[config.mk]
export PLATFORM = sky130hd
export DESIGN_NAME = pc_jump_seq_flat
export DESIGN_NICKNAME = d
export VERILOG_FILES = /design/src/rtl/pc_jump_seq_if.sv /design/src/rtl/pc_jump_seq.sv /design/src/flat_wrapper.sv
export SDC_FILE = /design/constraint.sdc
export NUM_CORES = 1
export LEC_CHECK = 0
export ABC_CLOCK_PERIOD_IN_PS = 1360
export CORE_MARGIN = 1.5
export CORE_UTILIZATION = 40
export CTS_CLUSTER_SIZE = 20
export DETAILED_ROUTE_END_ITERATION = 10
export MAX_ROUTING_LAYER = met4
export PLACE_DENSITY = 0.76
export SLEW_MARGIN = 20
export SYNTH_ARGS = -nofsm -noshare
export SYNTH_HDL_FRONTEND = slang
export SYNTH_SLANG_ARGS = --single-unit
[constraint.sdc]
create_clock -name clk -period 1.36 [get_ports clk]
set_clock_uncertainty 0.1 [all_clocks]
set_input_delay 0.408 -clock clk [delete_from_list [all_inputs] [get_ports clk]]
set_output_delay 0.408 -clock clk [all_outputs]
set_load 0.01 [all_outputs]
[src/rtl/pc_jump_seq_if.sv]
// Jump request handshake between the control decoder (master) and the
// PC jump sequencer (slave).
interface pc_jump_seq_if;
  logic        req_valid;
  logic        req_ready;
  logic [15:0] req_addr;
  logic        req_cond;
  logic        req_call;

  modport master (
    output req_valid,
    output req_addr,
    output req_cond,
    output req_call,
    input  req_ready
  );

  modport slave (
    input  req_valid,
    input  req_addr,
    input  req_cond,
    input  req_call,
    output req_ready
  );
endinterface

[src/rtl/pc_jump_seq.sv]
// PC jump sequencer: turns an accepted jump target into the PCHITMP/PC/PCLO
// load strobe sequence on the shared D bus, and captures call return addresses.
//
// state   | meaning
// --------+-----------------------------------------------------------
// S_IDLE  | no strobes, D bus released, ready for a request
// S_HI    | _pchitmp_in low, D = target high byte
// S_LO    | _pc_in low, D = target low byte, PC loads at closing edge
// S_SHORT | _pclo_in low, D = target low byte, PCLO loads at closing edge
module pc_jump_seq #(
  parameter bit SHORT_EN = 1'b1
) (
  input  logic        clk,
  input  logic        _MR,
  pc_jump_seq_if.slave req,
  input  logic [7:0]  PCHI,
  input  logic [7:0]  PCLO,
  output logic [7:0]  D_out,
  output logic        D_oe,
  output logic        _pchitmp_in,
  output logic        _pc_in,
  output logic        _pclo_in,
  output logic        done,
  output logic        taken,
  output logic [15:0] link
);

  typedef enum logic [1:0] {
    S_IDLE  = 2'd0,
    S_HI    = 2'd1,
    S_LO    = 2'd2,
    S_SHORT = 2'd3
  } state_t;

  state_t      state_q, state_d;
  logic [15:0] target_q, target_d;
  logic [15:0] link_q, link_d;
  logic        done_q, done_d;
  logic        taken_q, taken_d;
  logic        rdy_q;
  logic        accept;
  logic        same_page;

  // rdy_q holds ready off until the first edge after reset release
  assign req.req_ready = rdy_q && (state_q == S_IDLE);
  assign accept        = req.req_valid && req.req_ready;
  // PCLO==FF would carry into PCHI on the accept edge, so the page match is stale
  assign same_page     = SHORT_EN && (req.req_addr[15:8] == PCHI) && (PCLO != 8'hFF);

  always_ff @(posedge clk or negedge _MR) begin
    if (!_MR) begin
      state_q  <= S_IDLE;
      target_q <= 16'h0000;
      link_q   <= 16'h0000;
      done_q   <= 1'b0;
      taken_q  <= 1'b0;
      rdy_q    <= 1'b0;
    end else begin
      state_q  <= state_d;
      target_q <= target_d;
      link_q   <= link_d;
      done_q   <= done_d;
      taken_q  <= taken_d;
      rdy_q    <= 1'b1;
    end
  end

  always_comb begin
    state_d     = state_q;
    target_d    = target_q;
    link_d      = link_q;
    done_d      = 1'b0;
    taken_d     = 1'b0;
    _pchitmp_in = 1'b1;
    _pc_in      = 1'b1;
    _pclo_in    = 1'b1;
    D_out       = 8'h00;
    D_oe        = 1'b0;

    case (state_q)
      S_IDLE: begin
        if (accept) begin
          target_d = req.req_addr;
          if (!req.req_cond) begin
            done_d = 1'b1;
          end else if (same_page) begin
            state_d = S_SHORT;
          end else begin
            state_d = S_HI;
          end
          if (req.req_cond && req.req_call) begin
            link_d = {PCHI, PCLO} + 16'd1;
          end
        end
      end
      S_HI: begin
        _pchitmp_in = 1'b0;
        D_out       = target_q[15:8];
        D_oe        = 1'b1;
        state_d     = S_LO;
      end
      S_LO: begin
        _pc_in  = 1'b0;
        D_out   = target_q[7:0];
        D_oe    = 1'b1;
        state_d = S_IDLE;
        done_d  = 1'b1;
        taken_d = 1'b1;
      end
      S_SHORT: begin
        _pclo_in = 1'b0;
        D_out    = target_q[7:0];
        D_oe     = 1'b1;
        state_d  = S_IDLE;
        done_d   = 1'b1;
        taken_d  = 1'b1;
      end
      default: begin
        state_d = S_IDLE;
      end
    endcase
  end

  assign done  = done_q;
  assign taken = taken_q;
  assign link  = link_q;

endmodule

[src/flat_wrapper.sv]
// flat-port wrapper written by rule: the top's interface ports become plain ports
module pc_jump_seq_flat 
#(
  parameter bit SHORT_EN = 1'b1
)
  (clk, _MR, PCHI, PCLO, D_out, D_oe, _pchitmp_in, _pc_in, _pclo_in, done, taken, link, req_req_valid, req_req_addr, req_req_cond, req_req_call, req_req_ready);
  pc_jump_seq_if req_i ();
  input  logic clk;
  input  logic _MR;
  input  logic [7:0] PCHI;
  input  logic [7:0] PCLO;
  output logic [7:0] D_out;
  output logic D_oe;
  output logic _pchitmp_in;
  output logic _pc_in;
  output logic _pclo_in;
  output logic done;
  output logic taken;
  output logic [15:0] link;
  input wire logic [$bits(req_i.req_valid)-1:0] req_req_valid;
  input wire logic [$bits(req_i.req_addr)-1:0] req_req_addr;
  input wire logic [$bits(req_i.req_cond)-1:0] req_req_cond;
  input wire logic [$bits(req_i.req_call)-1:0] req_req_call;
  output wire logic [$bits(req_i.req_ready)-1:0] req_req_ready;
  assign req_i.req_valid = req_req_valid;
  assign req_i.req_addr = req_req_addr;
  assign req_i.req_cond = req_req_cond;
  assign req_i.req_call = req_req_call;
  assign req_req_ready = req_i.req_ready;
  pc_jump_seq #(.SHORT_EN(SHORT_EN)) u_core (.clk(clk), ._MR(_MR), .req(req_i), .PCHI(PCHI), .PCLO(PCLO), .D_out(D_out), .D_oe(D_oe), ._pchitmp_in(_pchitmp_in), ._pc_in(_pc_in), ._pclo_in(_pclo_in), .done(done), .taken(taken), .link(link));
endmodule
==> summary.txt <==
Logic synthesis
  – Synth Instances: between 150 and 200
  – Register area share after synthesis: 49.7%
  – Post-Syn Area: around 1900 um^2
  – Yosys warns: 0
  – Synth cell types: 31
  – Synthesized Nets: 204
  – Area leader, netlist: dfrtp_1
  – Dominant cells by area after synthesis: dfrtp_1, mux2_1, xnor2_1
  – Synth top area share: between 40% and 50%
  – Syn_area_per_cell: 11.2 um^2
  – Flops & latches, synth: 37

Hold path
  – Hold depth: 2
  – Hold endpoint: u_core.link[11]$_DFFE_PN0P_
  – Hold_sp: u_core.link[11]$_DFFE_PN0P_
  – Hold/Removal Path Class: flop to flop

Run
  – Max Cap Viol: 0

Finish
  – Ant diodes: 0
  – Final instance area: approximately 3100 um^2
  – Area Growth Syn to Fin: 64.3%
  – Share of cells above drive strength 1: 43.7%
  – Non-filler cells in the finished layout: between 300 and 400
  – Layout Nets: 316

Timing
  – Setup TNS: -17.17 ns
  – Setup Viol. Count Final: 47
  – Final period util: 132%
  – RSZ-0062 raised after global routing: true
  – Worst setup margin: -0.439 ns
  – Fin. max-slew vios: 0
  – Fin. Hold Viols: 0
  – Crit path time final: 1.80 ns
  – Max Freq: 556 MHz
  – Min Hold Slack: between 0.3 and 0.4 ns

CTS
  – Clock Tree Root: clkbuf_8
  – CTS Buf Count: 5
  – Clk sink count: 37
  – Clock slew at reported path FFs: 0.07 ns
  – H-tree Lvls: 2
  – Clk buf depth: 2
  – CTS tree: built
  – Worst-Skew Late Latency: 0.30 ns

Setup path
  – Critical path capture point type: primary output
  – FF-to-FF setup slack: -0.39 ns
  – RR Endpoint: u_core.link[1]$_DFFE_PN0P_
  – Critical-path maximum fanout: 5
  – Worst R2R Start: u_core.state_q[0]$_DFFE_PN0P_
  – R2r worst-path depth: 5
  – Critical Path RT: 0.85 ns
  – Critical path launch point type: flop
  – Crit Path Class: flop to primary output
  – Critical Path AT: ~1.3 ns

Placed design
  – Hpwl dp: 3.50 mm
  – Placed Cells incl. Taps: 309
  – Final Wtd Congestion: 0.836
  – IO buf count: 67
  – Cell area after placement: 2840 um^2

Route
  – Via density: 4.89
  – Vias: between 1,500 and 2,000
  – Post-DRT Antenna Nets: 0
  – Total wire length: roughly 5.0 mm
  – DR DRC count: 0
  – Initial DRC Count: 67
  – TritonRoute pass-1 iters: 4
  – Average wire per cell in the routed design: 15.0 um

Global routing
  – Largest net degree at the start of global routing: 15
  – Gr usage total: 21.6%
  – Antenna violations before repair: 0
  – First-pass GRT wire length: 8.09 mm
  – GR Overflow Total: 0
  – Number of global-route vias before repair: 1,630

Power and ir drop
  – P per Cell Area: 1040 nW/um^2
  – Maximum vdd ir drop: 0.606 mV
  – Lkg Pwr: 1.45 nW
  – Overall power: 3.20 mW

Floorplan
  – I/O pin cnt: 68
  – Die Wd: between 70 and 80 um
  – Initial cell density of the core: 42.2%
  – Chip height: around 71 um
  – # rows: 24
  – Core box area: 4410 um^2
  – DIE AREA: roughly 5000 um^2

Run status
  – Failing checks: negative setup slack
  – Status: finished, violations left
-- worst max-delay path by stage --
stage / startpoint / end / slack [ns] / cells past startpoint
5_1_grt: u_core.state_q[0]$_DFFE_PN0P_ / D_out[1] / -0.50 / 4
6_report: u_core.state_q[0]$_DFFE_PN0P_ / D_out[5] / -0.44 / 4
3_3_place_gp: PCLO[0] / u_core.link[8]$_DFFE_PN0P_ / -0.69 / 6
4_1_cts: u_core.state_q[0]$_DFFE_PN0P_ / D_out[3] / -0.43 / 4
2_1_floorplan: u_core.state_q[0]$_DFFE_PN0P_ / u_core.target_q[10]$_DFFE_PN0P_ / -0.11 / 4
3_5_place_dp: PCLO[0] / u_core.link[8]$_DFFE_PN0P_ / -0.71 / 6
-- cells in the mapped netlist --
cell	n
and3_1	2
and2_1	1
and4bb_1	1
or2_1	1
nor2_1	4
conb_1	1
clkbuf_1	4
dfrtp_1	37
a31o_2	1
o21ai_2	3
nor4_1	2
a22o_1	8
buf_2	3
inv_1	4
ha_1	1
nand2_1	20
nand4_2	2
nand4_1	2
buf_4	1
nor4_2	4
or3_1	1
nor2b_1	1
nand3_2	3
nor3_1	3
xor2_1	10
o21ai_1	12
xnor2_1	12
nand3_1	3
buf_6	1
nand2b_1	1
mux2_1	17
-- worst max-delay path, cell delays in order, from the launching register on --
cell and delay (ns):
dfrtp_1 0.40, nor2b_4 0.14, buf_6 0.13, a22o_1 0.18, buf_2 0.14
-- cell families (layout without fill, tap and decap cells) --
family	after synthesis	count (layout)	synth area share, %
other	1	1	0.201
AND/OR/NAND/NOR	51	51	16.5
AO/OA/AOI/OAI	24	24	8.87
flip-flops	37	37	49.7
multiplexers	17	17	10.3
buffers and inverters	13	126	3.43
adder cells (fa/ha/maj)	1	1	0.672
XOR/XNOR	22	22	10.3
-- registers in the layout, summed over array words and instances (netlist names) --
signal	flops
u_core.link	16
u_core.rdy_q	1
u_core.state_q	2
u_core.taken	1
u_core.done	1
u_core.target_q	16
-- report_power, final --
part	switching (mW)	internal, mW	leakage, nW
Combinational	0.394	0.555	0.937
Sequential	0.110	1.30	0.455
Clock	0.376	0.457	0.0542
-- stage by stage --
step | util [%] | worst slack [ns]
floorplan | - | -0.110
global placement | 64.4 | -0.687
detailed placement | 64.4 | -0.707
CTS | 66.7 | -0.425
global route | 69.3 | -0.500
finish | 69.3 | -0.439
-- cell usage in the layout, fill, tap and decap left out, drive strengths merged --
cell and count:
nand3 6, nor2 4, and2 1, and4bb 1, dfrtp 37, nand4 4, clkbuf 7, a31o 1
nor2b 1, ha 1, buf 78, conb 1, xnor2 12, mux2 17, clkinv 1, or2 1
dlygate4sd3 1, dlygate4sd2 4, clkdlybuf4s50 31, or3 1, xor2 10, nor4 6, nand2 20, a22o 8
o21ai 15, and3 2, inv 4, nand2b 1, nor3 3
-- routing by layer --
layer,wire [um],vias to the layer above,GRT usage (%)
met1,2340,774,28.6
met2,2340,40,32.6
met5,0,-,-
met3,210,7,5.06
li1,-,798,-
met4,78,0,7.55
-- final cells by class --
cell class / instances / area (um^2)
fill: 345 / 1360
multi-input combinational: 116 / 1000
timing repair buffer: 114 / 950
sequential: 37 / 926
clock buffer: 7 / 96.3
tap: 52 / 65.1
inverter: 4 / 17.5
clock inverter: 1 / 5.00
-- what timing repair did --
action / in CTS / in global routing
hold endpoints to repair: 11 / 0
hold buffers: 1 / 0
cloned: 2 / 1
pin swaps: 3 / 4
setup endpoints to repair: 65 / 53
resized for setup: 149 / 24
setup buffers: 7 / 3
No activity file was read; power rests on OpenSTA's default activity.
